[src/rtl/mem_port_arbiter.sv]
// -----------------------------------------------------------------------------
// mem_port_arbiter
//
// Purpose
//   Shares the CPU's single memory port between instruction fetch (IF) and
//   data load/store (D). One transaction is outstanding at a time. The winning
//   request is latched, issued to memory, and the memory response is routed
//   back to the requester that owns it.
//
// Ports
//   clk, reset                    clock, asynchronous active-high reset
//   if_req_valid/addr, _ready     IF read request channel
//   if_resp_valid/rdata           IF read response (1-cycle pulse)
//   d_req_valid/we/addr/wdata/
//     wstrb, d_req_ready          D read/write request channel
//   d_resp_valid/rdata            D read data / write ack (1-cycle pulse)
//   mem_req_valid/ready/we/addr/
//     wdata/wstrb                 request channel to memory
//   mem_resp_valid/rdata          memory response (one per accepted request)
//   dbg_state                     current FSM state (0 IDLE, 1 REQ, 2 WAIT)
//
// Handshake: a transfer happens on a posedge where valid and ready are both
// high. A requester holds valid and every request field stable until it sees
// ready; ready never depends on anything but the requester's own valid, the
// competing valid, the streak counter and the FSM state.
// -----------------------------------------------------------------------------
module mem_port_arbiter #(
  parameter int ADDR_W          = 32,
  parameter int DATA_W          = 32,
  parameter int DATA_STREAK_MAX = 4
) (
  input  logic                clk,
  input  logic                reset,
  // instruction fetch
  input  logic                if_req_valid,
  input  logic [ADDR_W-1:0]   if_req_addr,
  output logic                if_req_ready,
  output logic                if_resp_valid,
  output logic [DATA_W-1:0]   if_resp_rdata,
  // data load/store
  input  logic                d_req_valid,
  input  logic                d_req_we,
  input  logic [ADDR_W-1:0]   d_req_addr,
  input  logic [DATA_W-1:0]   d_req_wdata,
  input  logic [DATA_W/8-1:0] d_req_wstrb,
  output logic                d_req_ready,
  output logic                d_resp_valid,
  output logic [DATA_W-1:0]   d_resp_rdata,
  // memory
  output logic                mem_req_valid,
  input  logic                mem_req_ready,
  output logic                mem_req_we,
  output logic [ADDR_W-1:0]   mem_req_addr,
  output logic [DATA_W-1:0]   mem_req_wdata,
  output logic [DATA_W/8-1:0] mem_req_wstrb,
  input  logic                mem_resp_valid,
  input  logic [DATA_W-1:0]   mem_resp_rdata,
  // debug
  output logic [1:0]          dbg_state
);

  localparam int STRB_W = DATA_W / 8;
  localparam int CNT_W  = $clog2(DATA_STREAK_MAX + 1);
  localparam logic [CNT_W-1:0] STREAK_LIMIT = CNT_W'(DATA_STREAK_MAX);

  typedef enum logic [1:0] {
    ST_IDLE = 2'd0,
    ST_REQ  = 2'd1,
    ST_WAIT = 2'd2
  } state_e;

  state_e              state_q, state_d;
  logic [CNT_W-1:0]    streak_q, streak_d;
  logic                owner_d_q;   // 1 = D owns the outstanding transaction
  logic                we_q;
  logic [ADDR_W-1:0]   addr_q;
  logic [DATA_W-1:0]   wdata_q;
  logic [STRB_W-1:0]   wstrb_q;
  logic                if_resp_valid_q, d_resp_valid_q;
  logic [DATA_W-1:0]   if_resp_rdata_q, d_resp_rdata_q;

  logic if_win, d_win, if_grant, d_grant, resp_fire;

  // Arbitration: D has priority unless it has already taken DATA_STREAK_MAX
  // grants in a row while IF was kept waiting.
  always_comb begin
    if_win    = if_req_valid && (!d_req_valid || (streak_q == STREAK_LIMIT));
    d_win     = d_req_valid && !if_win;
    // Readies are combinational in IDLE; masking with reset keeps every
    // output low while reset is asserted.
    if_grant  = (state_q == ST_IDLE) && !reset && if_win;
    d_grant   = (state_q == ST_IDLE) && !reset && d_win;
    resp_fire = (state_q == ST_WAIT) && mem_resp_valid;
  end

  // Streak counts D grants made while IF was waiting; any cycle with IF idle
  // or an IF grant starts it over.
  always_comb begin
    streak_d = streak_q;
    if (!if_req_valid || if_grant) begin
      streak_d = '0;
    end else if (d_grant) begin
      streak_d = streak_q + 1'b1;
    end
  end

  always_comb begin
    state_d = state_q;
    case (state_q)
      ST_IDLE: if (if_grant || d_grant) state_d = ST_REQ;
      ST_REQ:  if (mem_req_ready)       state_d = ST_WAIT;
      // A response outside WAIT never reaches this branch, so stray or
      // post-reset responses are dropped.
      ST_WAIT: if (mem_resp_valid)      state_d = ST_IDLE;
      default:                          state_d = ST_IDLE;
    endcase
  end

  always_ff @(posedge clk or posedge reset) begin
    if (reset) begin
      state_q         <= ST_IDLE;
      streak_q        <= '0;
      owner_d_q       <= 1'b0;
      we_q            <= 1'b0;
      addr_q          <= '0;
      wdata_q         <= '0;
      wstrb_q         <= '0;
      if_resp_valid_q <= 1'b0;
      d_resp_valid_q  <= 1'b0;
      if_resp_rdata_q <= '0;
      d_resp_rdata_q  <= '0;
    end else begin
      state_q  <= state_d;
      streak_q <= streak_d;

      if (if_grant) begin
        owner_d_q <= 1'b0;
        we_q      <= 1'b0;
        addr_q    <= if_req_addr;
        wdata_q   <= '0;
        wstrb_q   <= '0;
      end else if (d_grant) begin
        owner_d_q <= 1'b1;
        we_q      <= d_req_we;
        addr_q    <= d_req_addr;
        wdata_q   <= d_req_wdata;
        // Byte enables only mean something on writes; reads present zero.
        wstrb_q   <= d_req_we ? d_req_wstrb : '0;
      end

      if_resp_valid_q <= resp_fire && !owner_d_q;
      d_resp_valid_q  <= resp_fire && owner_d_q;
      if (resp_fire && !owner_d_q) if_resp_rdata_q <= mem_resp_rdata;
      if (resp_fire && owner_d_q)  d_resp_rdata_q  <= mem_resp_rdata;
    end
  end

  assign if_req_ready  = if_grant;
  assign d_req_ready   = d_grant;
  assign if_resp_valid = if_resp_valid_q;
  assign if_resp_rdata = if_resp_rdata_q;
  assign d_resp_valid  = d_resp_valid_q;
  assign d_resp_rdata  = d_resp_rdata_q;

  assign mem_req_valid = (state_q == ST_REQ);
  assign mem_req_we    = we_q;
  assign mem_req_addr  = addr_q;
  assign mem_req_wdata = wdata_q;
  assign mem_req_wstrb = wstrb_q;

  assign dbg_state     = state_q;

endmodule

[config.mk]
export PLATFORM = sky130hd
export DESIGN_NAME = mem_port_arbiter
export DESIGN_NICKNAME = d
export VERILOG_FILES = /design/src/rtl/mem_port_arbiter.sv
export SDC_FILE = /design/constraint.sdc
export NUM_CORES = 1
export LEC_CHECK = 0
export ABC_AREA = 1
export BUFFER_PORTS_ARGS = -buffer_cell sky130_fd_sc_hd__buf_2
export CORE_UTILIZATION = 42
export DETAILED_ROUTE_END_ITERATION = 10
export PLACE_DENSITY_LB_ADDON = 0.1
export RECOVER_POWER = 25
export SLEW_MARGIN = 5
export SYNTH_ARGS = -nofsm -noshare
export SYNTH_HDL_FRONTEND = slang
export SYNTH_SLANG_ARGS = --single-unit
[constraint.sdc]
create_clock -name clk -period 5.6 [get_ports clk]
set_clock_uncertainty 0.2 [all_clocks]
set_input_delay 0.84 -clock clk [delete_from_list [all_inputs] [get_ports clk]]
set_output_delay 0.84 -clock clk [all_outputs]
set_load 0.05 [all_outputs]
==> impl_metrics.env, run 1 <==
export IMPL_cts_root_buf="clkbuf_16"
export IMPL_yosysMostFrequentCell="nand2_1"
export IMPL_ff_latch_area_um2=3528
export IMPL_fmax_mhz=260.0
export IMPL_multi_input_area_um2=1913
export IMPL_syn_area_per_cell_um2=8.276
export IMPL_fillers=1338
export IMPL_worstPathArrival_ns=2.81
export IMPL_clockBufferDepth=2
export IMPL_syn_nets=859
export IMPL_critPathKind="reg2out"
export IMPL_drc=0
export IMPL_grt_pass1_vias=4768
export IMPL_design_core_area_um2=13830
export IMPL_clk_latency_ns=0.41
export IMPL_cts_tree="done"
export IMPL_fp_dieH_um=120.9
export IMPL_final_min_clock_period_ns=3.846
export IMPL_ys_ff_latch=141
export IMPL_cts_clk_slew_worst_paths_ns=0.05
export IMPL_rrSetupSlack_ns=2.35
export IMPL_rr_startpoint="dbg_state[1]"
export IMPL_hold_path_end="mem_req_wdata[30]"
export IMPL_yosysTopAreaCell="dfrtp_1"
export IMPL_yosysUniqueCellTypes=20
export IMPL_crit_path_start_kind="flop"
export IMPL_grt_max_degree=73
export IMPL_slew_headroom_pct=-72.46
export IMPL_drive_gt1_share_pct=32.10
export IMPL_io_pins=279
export IMPL_grt_antenna_before_repair=1
export IMPL_p_leak_nw=4.743
export IMPL_die_area_um2=14630
export IMPL_cp_num_buf_inv=1
export IMPL_ir_drop_uv=278.2
export IMPL_cts_htree_levels=4
export IMPL_rr_worst_depth=5
export IMPL_synth_seq_area_share_pct=59.38
export IMPL_violations="capacitance limit, slew limit"
export IMPL_finalCritPeriodShare_pct=68.67
export IMPL_status="complete, but fails checks"
export IMPL_synth_ff_type="dfrtp_1"
export IMPL_die_width_um=120.9
export IMPL_synth_common_cells="nand2_1, dfrtp_1, nor2_1"
export IMPL_wl_per_cell_um=12.50
export IMPL_drv_cap=2
export IMPL_area_delta_synth_final_pct=35.10
export IMPL_drt_wl_total_mm=14.75
export IMPL_async_flop_share_pct=100.0
export IMPL_syn_inst=718
export IMPL_synth_mux_area_share_pct=0
export IMPL_slew_viol_final=132
export IMPL_critical_path_max_stage_delay_ns=0.82
export IMPL_finalHoldViolCount=0
export IMPL_r2r_end="if_resp_rdata[17]"
export IMPL_rsz0062_at_grt="false"
export IMPL_grt_pass1_wl_mm=23.43
export IMPL_netlist_area_leader_share_pct=59.38
export IMPL_hp_class="reg2reg"
export IMPL_cts_resized=0
export IMPL_synth_edf_count=0
export IMPL_yosysWarnings=0
export IMPL_row_count=43
export IMPL_synth_area_leaders="dfrtp_1, nand2_1, nor2_1, inv_1, o21ai_1"
export IMPL_ant_nets=0
export IMPL_power_density_nw_per_um2=711.0
export IMPL_synth_simple_area_share_pct=25.12
export IMPL_synthAdderAreaFrac_pct=0.4211
export IMPL_cts_sinks=141
export IMPL_grt_usage_pct=20.74
export IMPL_place_hpwl_mm=10.31
export IMPL_hold_slack_ns=0.2647
export IMPL_grt_overflow=0
export IMPL_firstDrtPassIters=5
export IMPL_gp_congestion=0.7863
export IMPL_portBuffers=278
export IMPL_path_cells="nor2_2 > nand3_2 > nor2_4 > buf_2"
export IMPL_num_vias=5207
export IMPL_drt_iter0_markers=332
export IMPL_endpoint_kind="output port"
export IMPL_nNetsFinal=1128
export IMPL_tightest_slew_ns=2.587
export IMPL_cts_hold_buf=0
export IMPL_synth_xor_area_share_pct=0.1474
export IMPL_synth_top_family_by_area="simple AND/OR/NAND/NOR gates"
export IMPL_antennaDiodeCount=0
export IMPL_initial_core_util_pct=42.97
export IMPL_cts_buffers=17
export IMPL_crit_required_ns=4.56
export IMPL_synth_compound_area_share_pct=6.338
export IMPL_setup_tns_final_ns=0
export IMPL_crit_family="simple AND/OR/NAND/NOR gates"
export IMPL_min_from="mem_req_wdata[30]"
export IMPL_cts_setup_buffers=0
export IMPL_path_max_fanout=34
export IMPL_critPathSlowestCell="nor2_4"
export IMPL_netlist_area_um2=5942
export IMPL_hold_depth=2
export IMPL_setup_violations=0
export IMPL_via_per_inst=4.413
[tightest hold or removal path: stages (launching register included)]
cell and delay [ns]:
dfrtp_1 0.33, nand2_1 0.05, nand2_1 0.05
[layout by cell type (no fill, tap or decap), types with 3 or more instances in the layout]
cell       instances
buf_2            277
nand3_2            3
nand2_1          280
clkbuf_1           5
dfrtp_1          141
bufinv_16          4
inv_1             77
nor2_1           100
clkbuf_16         17
o21ai_1           19
a21oi_1            3
buf_4              3
o21ai_0           47
clkbuf_8           4
[state kept, by name (all words and copies together), names as in the netlist, 2 cells and up]
register,cells
d_resp_rdata,32
dbg_state,2
if_resp_rdata,32
mem_req_addr,32
mem_req_wdata,32
mem_req_wstrb,4
streak_q,3
[power by group]
group          internal (W)  total, W  switching [W]
clock              0.000795   0.00121       0.000416
combinational      0.000572   0.00280        0.00223
sequential          0.00147   0.00170       0.000225
[cells by family (layout without fill, tap and decap cells)]
group | count (synthesis) | count (layout)
and+or+nand+nor | 390 | 390
AOI/OAI and AO/OA | 72 | 72
xor gates and xnor gates | 1 | 1
adders and majority gates | 2 | 2
buffers and inverters | 112 | 394
DFF | 141 | 141
[worst max path at each step]
stage / slack (ns) / from / cells past startpoint / end
finish: 1.75 / dbg_state[0] / 4 / d_req_ready
global placement: 1.76 / reset / 5 / d_req_ready
floorplan: 0.79 / reset / 4 / d_req_ready
detailed placement: 1.72 / reset / 8 / mem_req_we
CTS: 1.70 / dbg_state[0] / 4 / d_req_ready
global route: 1.47 / dbg_state[0] / 4 / d_req_ready
[routing by layer]
metal	GRT usage (%)	part of all wire, %	vias up
met2	31.82	46	192
met3	6.579	8.6	33
met5	0	0.088	-
met1	26.52	43	2292
li1	-	-	2688
met4	9.954	2.8	2
[area by class of cell]
type / instances / share of cell area, %
clock inverter: 9 / 1.933
clock buffer: 23 / 6.079
multi-input combinational: 465 / 23.83
sequential: 141 / 43.95
inverter: 79 / 3.709
timing repair buffer: 283 / 17.69
tap: 180 / 2.805
[stage by stage]
step / total power [W] / cells / utilization (%) / worst slack, ns / instance area, um2
after global placement: 0.004517 / 1148 / 53.49 / 1.758 / 7396
after detailed placement: 0.004542 / 1148 / 53.49 / 1.724 / 7396
after CTS: 0.005764 / 1180 / 58.14 / 1.700 / 8039
after global routing: 0.006009 / 1180 / 58.06 / 1.466 / 8028
final: 0.005708 / 1180 / 58.06 / 1.754 / 8028
after floorplan: 0.003859 / 718 / - / 0.7937 / 5946
No activity file was read; power rests on OpenSTA's default activity.
==> run 2, diff against run 1 <==
Clock period 5.6 ns to 3.3 ns, I/O delays scaled along.
==> impl_metrics.env, run 2 (synthesis results as in run 1) <==
export IMPL_area_delta_synth_final_pct=35.71
export IMPL_grt_pass1_wl_mm=23.74
export IMPL_path_max_fanout=14
export IMPL_cts_setup_buffers=0
export IMPL_hp_class="in2reg"
export IMPL_nNetsFinal=1130
export IMPL_p_leak_nw=4.749
export IMPL_layout_commonest_cell="nand2_1"
export IMPL_num_vias=5224
export IMPL_crit_path_start_kind="flop"
export IMPL_initial_core_util_pct=42.97
export IMPL_drt_wl_total_mm=14.72
export IMPL_cts_resized=0
export IMPL_slew_headroom_pct=-27.10
export IMPL_cts_sinks=141
export IMPL_cts_buffers=17
export IMPL_finalInstanceArea_um2=8064
export IMPL_drv_cap=1
export IMPL_finalCritPeriodShare_pct=79.96
export IMPL_grt_max_degree=142
export IMPL_rsz0062_at_grt="false"
export IMPL_hold_slack_ns=0.07017
export IMPL_firstDrtPassIters=4
export IMPL_via_per_inst=4.420
export IMPL_fillers=1372
export IMPL_die_area_um2=14630
export IMPL_violations="capacitance limit, slew limit"
export IMPL_gp_congestion=0.8075
export IMPL_rr_worst_depth=10
export IMPL_layout_common_cells="nand2_1, buf_2, dfrtp_1"
export IMPL_endpoint_kind="output port"
export IMPL_setup_violations=0
export IMPL_cts_htree_levels=4
export IMPL_io_pins=279
export IMPL_timing_final_ws_setup_ns=0.6614
export IMPL_final_min_clock_period_ns=2.639
export IMPL_portBuffers=278
export IMPL_crit_start="streak_q[0]"
export IMPL_dp_cells=1150
export IMPL_drc=0
export IMPL_crit_required_ns=2.60
export IMPL_drt_iter0_markers=376
export IMPL_die_width_um=120.9
export IMPL_fmax_mhz=379.0
export IMPL_rrSetupSlack_ns=1.27
export IMPL_ant_nets=0
export IMPL_r2r_end="mem_req_addr[14]"
export IMPL_slew_viol_final=142
export IMPL_rr_startpoint="streak_q[0]"
export IMPL_pre_cts_slack_ns=1.083
export IMPL_cts_clk_slew_worst_paths_ns=0.06
export IMPL_clockBufferDepth=2
export IMPL_cts_root_buf="clkbuf_16"
export IMPL_cts_tree="done"
export IMPL_fp_dieH_um=120.9
export IMPL_critPathKind="reg2out"
export IMPL_cts_hold_buf=0
export IMPL_power_density_nw_per_um2=1206
export IMPL_hold_depth=2
export IMPL_place_area_um2=7431
export IMPL_grt_pass1_vias=4827
export IMPL_worstPathArrival_ns=1.94
export IMPL_status="complete, but fails checks"
export IMPL_hold_path_end="dbg_state[0]"
export IMPL_place_hpwl_mm=10.23
export IMPL_tightest_slew_ns=1.907
export IMPL_ir_drop_uv=465.2
export IMPL_drive_gt1_share_pct=32.57
export IMPL_clk_latency_ns=0.41
export IMPL_design_core_area_um2=13830
export IMPL_finalHoldViolCount=0
export IMPL_grt_overflow=0
export IMPL_final_cells=1182
export IMPL_grt_antenna_before_repair=1
export IMPL_row_count=43
export IMPL_min_from="mem_req_ready"
export IMPL_wl_per_cell_um=12.46
export IMPL_grt_usage_pct=21.08
## run 2: stage by stage
step                TNS (ns)  total power, W  util (%)
floorplan             -35.72        0.006567         -
global placement           0        0.007665     53.74
detailed placement         0        0.007715     53.74
CTS                        0        0.009822     58.42
global route               0         0.01025     58.30
finish                     0        0.009727     58.32
## run 2: power breakdown
group	leakage [nW]	switching, W	total [W]	internal (W)
clock	0.304	0.000702	0.00208	0.00137
combinational	2.70	0.00379	0.00478	0.000987
sequential	1.75	0.000375	0.00287	0.00250
## run 2: per-layer routing
| metal | GRT usage [%] | up-vias | share of wire (%) |
|---|---|---|---|
| li1 | - | 2693 | - |
| met1 | 25.50 | 2329 | 41 |
| met2 | 34.54 | 179 | 48 |
| met3 | 6.908 | 23 | 8.5 |
| met4 | 8.642 | 0 | 2.1 |
| met5 | 0 | - | 0 |
## run 2: worst max-delay path: stages (launching register included)
cell,delay (ns)
dfrtp_1,0.39
inv_1,0.08
ha_1,0.15
nand2_1,0.05
nand2_1,0.07
nand2_1,0.12
nor2_4,0.33
buf_2,0.34
## run 2: cell type report
type	instances	area, um2	share of cell area [%]
tap	180	225.2	2.793
antenna	1	2.502	0.03103
sequential	141	3528	43.75
clock inverter	11	190.2	2.358
timing repair buffer	285	1443	17.89
inverter	79	297.8	3.693
multi-input combinational	465	1921	23.82
clock buffer	20	456.7	5.663
## run 2: how the worst max path moves through the flow
stage                               to  slack (ns)
after global placement    if_req_ready        1.11
final                     if_req_ready        0.66
after global routing      if_req_ready        0.53
after detailed placement  if_req_ready        1.08
after floorplan            d_req_ready       -0.70
after CTS                 if_req_ready        0.63
==> run 3, diff against run 2 <==
Clock period 3.3 ns to 2.4 ns, I/O delays scaled along.
==> impl_metrics.env, run 3 (synthesis results as in run 1) <==
export IMPL_status="completed"
export IMPL_crit_path_start_kind="flop"
export IMPL_share_comb_of_total_power_pct=49.4
export IMPL_via_per_inst=4.447
export IMPL_pre_cts_slack_ns=0.4722
export IMPL_ir_drop_uv=667.9
export IMPL_p_sw_w=0.006730
export IMPL_drive_gt1_share_pct=31.13
export IMPL_place_hpwl_mm=10.50
export IMPL_internal_power_w=0.006795
export IMPL_rr_worst_depth=10
export IMPL_design_core_area_um2=13830
export IMPL_cts_htree_levels=4
export IMPL_hold_depth=3
export IMPL_final_cells=1253
export IMPL_antennaDiodeCount=0
export IMPL_initial_core_util_pct=42.97
export IMPL_setup_violations=0
export IMPL_endpoint_kind="output port"
export IMPL_grt_pass1_wl_mm=25.42
export IMPL_critPathKind="reg2out"
export IMPL_fillers=1246
export IMPL_grt_overflow=0
export IMPL_p_seq_share_pct=29.3
export IMPL_nNetsFinal=1201
export IMPL_drv_cap=0
export IMPL_die_width_um=120.9
export IMPL_pwr_share_clk_pct=21.3
export IMPL_worstPathArrival_ns=1.72
export IMPL_row_count=43
export IMPL_hp_class="in2reg"
export IMPL_dp_cells=1156
export IMPL_io_pins=279
export IMPL_critPathSlowestCell="dfrtp_1"
export IMPL_critical_path_max_stage_delay_ns=0.37
export IMPL_grt_antenna_before_repair=0
export IMPL_portBuffers=278
export IMPL_cts_root_buf="clkbuf_16"
export IMPL_grt_usage_pct=22.33
export IMPL_wl_per_cell_um=12.55
export IMPL_final_min_clock_period_ns=2.285
export IMPL_finalCritPeriodShare_pct=95.20
export IMPL_die_area_um2=14630
export IMPL_layout_commonest_cell="nand2_1"
export IMPL_gp_congestion=0.7501
export IMPL_cts_clk_slew_worst_paths_ns=0.06
export IMPL_cts_sinks=141
export IMPL_p_sw_share_pct=49.76
export IMPL_power_density_nw_per_um2=1541
export IMPL_slew_viol_final=0
export IMPL_clk_latency_ns=0.41
export IMPL_clockBufferDepth=2
export IMPL_grt_pass1_vias=5308
export IMPL_p_leak_nw=5.064
export IMPL_path_max_fanout=3
export IMPL_grt_max_degree=112
export IMPL_rsz0062_at_grt="false"
export IMPL_path_cells="inv_1 > ha_1 > nand2_1 > nand2_1 > nand2_2 > inv_1 > nor2_4 > buf_4"
export IMPL_fp_dieH_um=120.9
export IMPL_tightest_slew_ns=1.034
export IMPL_cts_setup_buffers=0
export IMPL_num_vias=5572
export IMPL_timing_final_ws_setup_ns=0.1152
export IMPL_drt_wl_total_mm=15.73
export IMPL_finalHoldViolCount=0
export IMPL_fmax_mhz=437.7
export IMPL_crit_required_ns=1.84
export IMPL_cts_tree="done"
export IMPL_area_delta_synth_final_pct=47.72
export IMPL_drt_iter0_markers=265
export IMPL_drc=0
export IMPL_cts_buffers=17
export IMPL_firstDrtPassIters=5
export IMPL_layout_common_cells="nand2_1, buf_2, dfrtp_1"
export IMPL_slew_headroom_pct=31.04
export IMPL_ant_nets=0
==> run 3: cell count changes in the layout (fill, tap and decap cells not counted), moves of 3 or more <==
cell	previous run	this run
clkinv_2	2	5
dlygate4sd3_1	0	65
buf_2	277	274
buf_4	6	11
==> run 3: area by class of cell <==
class	count	area, um2	area share [%]
multi-input cells	465	1923	21.91
repair buffers	356	2143	24.42
clock inverters	12	190.2	2.167
well taps	180	225.2	2.566
flip-flops and latches	141	3528	40.20
clock buffers	20	466.7	5.317
inverters	79	300.3	3.421
==> run 3: per-stage QoR <==
step                      TNS [ns]  cell area, um2  utilization, %  power (W)  hold slack, ns
final                            0            8777           63.48    0.01352         0.01715
after global routing             0            8777           63.48    0.01426         0.02092
after CTS                        0            8798           63.63    0.01364       0.0008801
after detailed placement         0            7488           54.16    0.01062          0.2528
after global placement           0            7488           54.16    0.01056          0.2496
after floorplan             -93.59            5987               -   0.009030          0.2463
==> run 3: path summary, 6_finish.rpt <==
path	end	slack, ns	startpoint
worst max-delay path	d_req_ready	0.12	streak_q[0]
worst min-delay path	if_resp_rdata[11]	0.02	mem_resp_rdata[11]
worst max register to register	mem_req_wdata[25]	0.48	streak_q[0]
worst min register to register	mem_req_wdata[27]	0.26	mem_req_wdata[27]
max in group asynchronous	mem_req_wstrb[1]	0.57	reset
min in group asynchronous	dbg_state[0]	0.65	reset
==> run 3: critical path: cells and delay by family (launching register included) <==
| family | cells | cell delay, ns |
|---|---|---|
| buf+inv | 3 | 0.38 |
| fa+ha+maj | 1 | 0.19 |
| simple gates | 4 | 0.38 |
| flops | 1 | 0.37 |
==> run 3: layer usage <==
| metal | up-vias | wire length [um] | track usage (%) |
|---|---|---|---|
| met2 | 224 | 7356 | 36.71 |
| met4 | 0 | 419 | 10.57 |
| li1 | 2843 | - | - |
| met1 | 2470 | 6703 | 26.98 |
| met3 | 35 | 1247 | 6.344 |
| met5 | - | 0 | 0 |
==> run 3: what timing repair did <==
item,CTS,global route
resized for setup,1,2
setup endpoints to repair,1,2
hold endpoints to repair,102,0
hold buffers,65,0
==> run 3: power by group through the flow <==
stage	sequential (W)	combinational (W)	clock, W
3_3_place_gp	0.00395	0.00661	0
5_1_grt	0.00411	0.00712	0.00303
3_5_place_dp	0.00398	0.00664	0
2_1_floorplan	0.00768	0.00135	0
4_1_cts	0.00396	0.00673	0.00295
6_report	0.00396	0.00668	0.00288
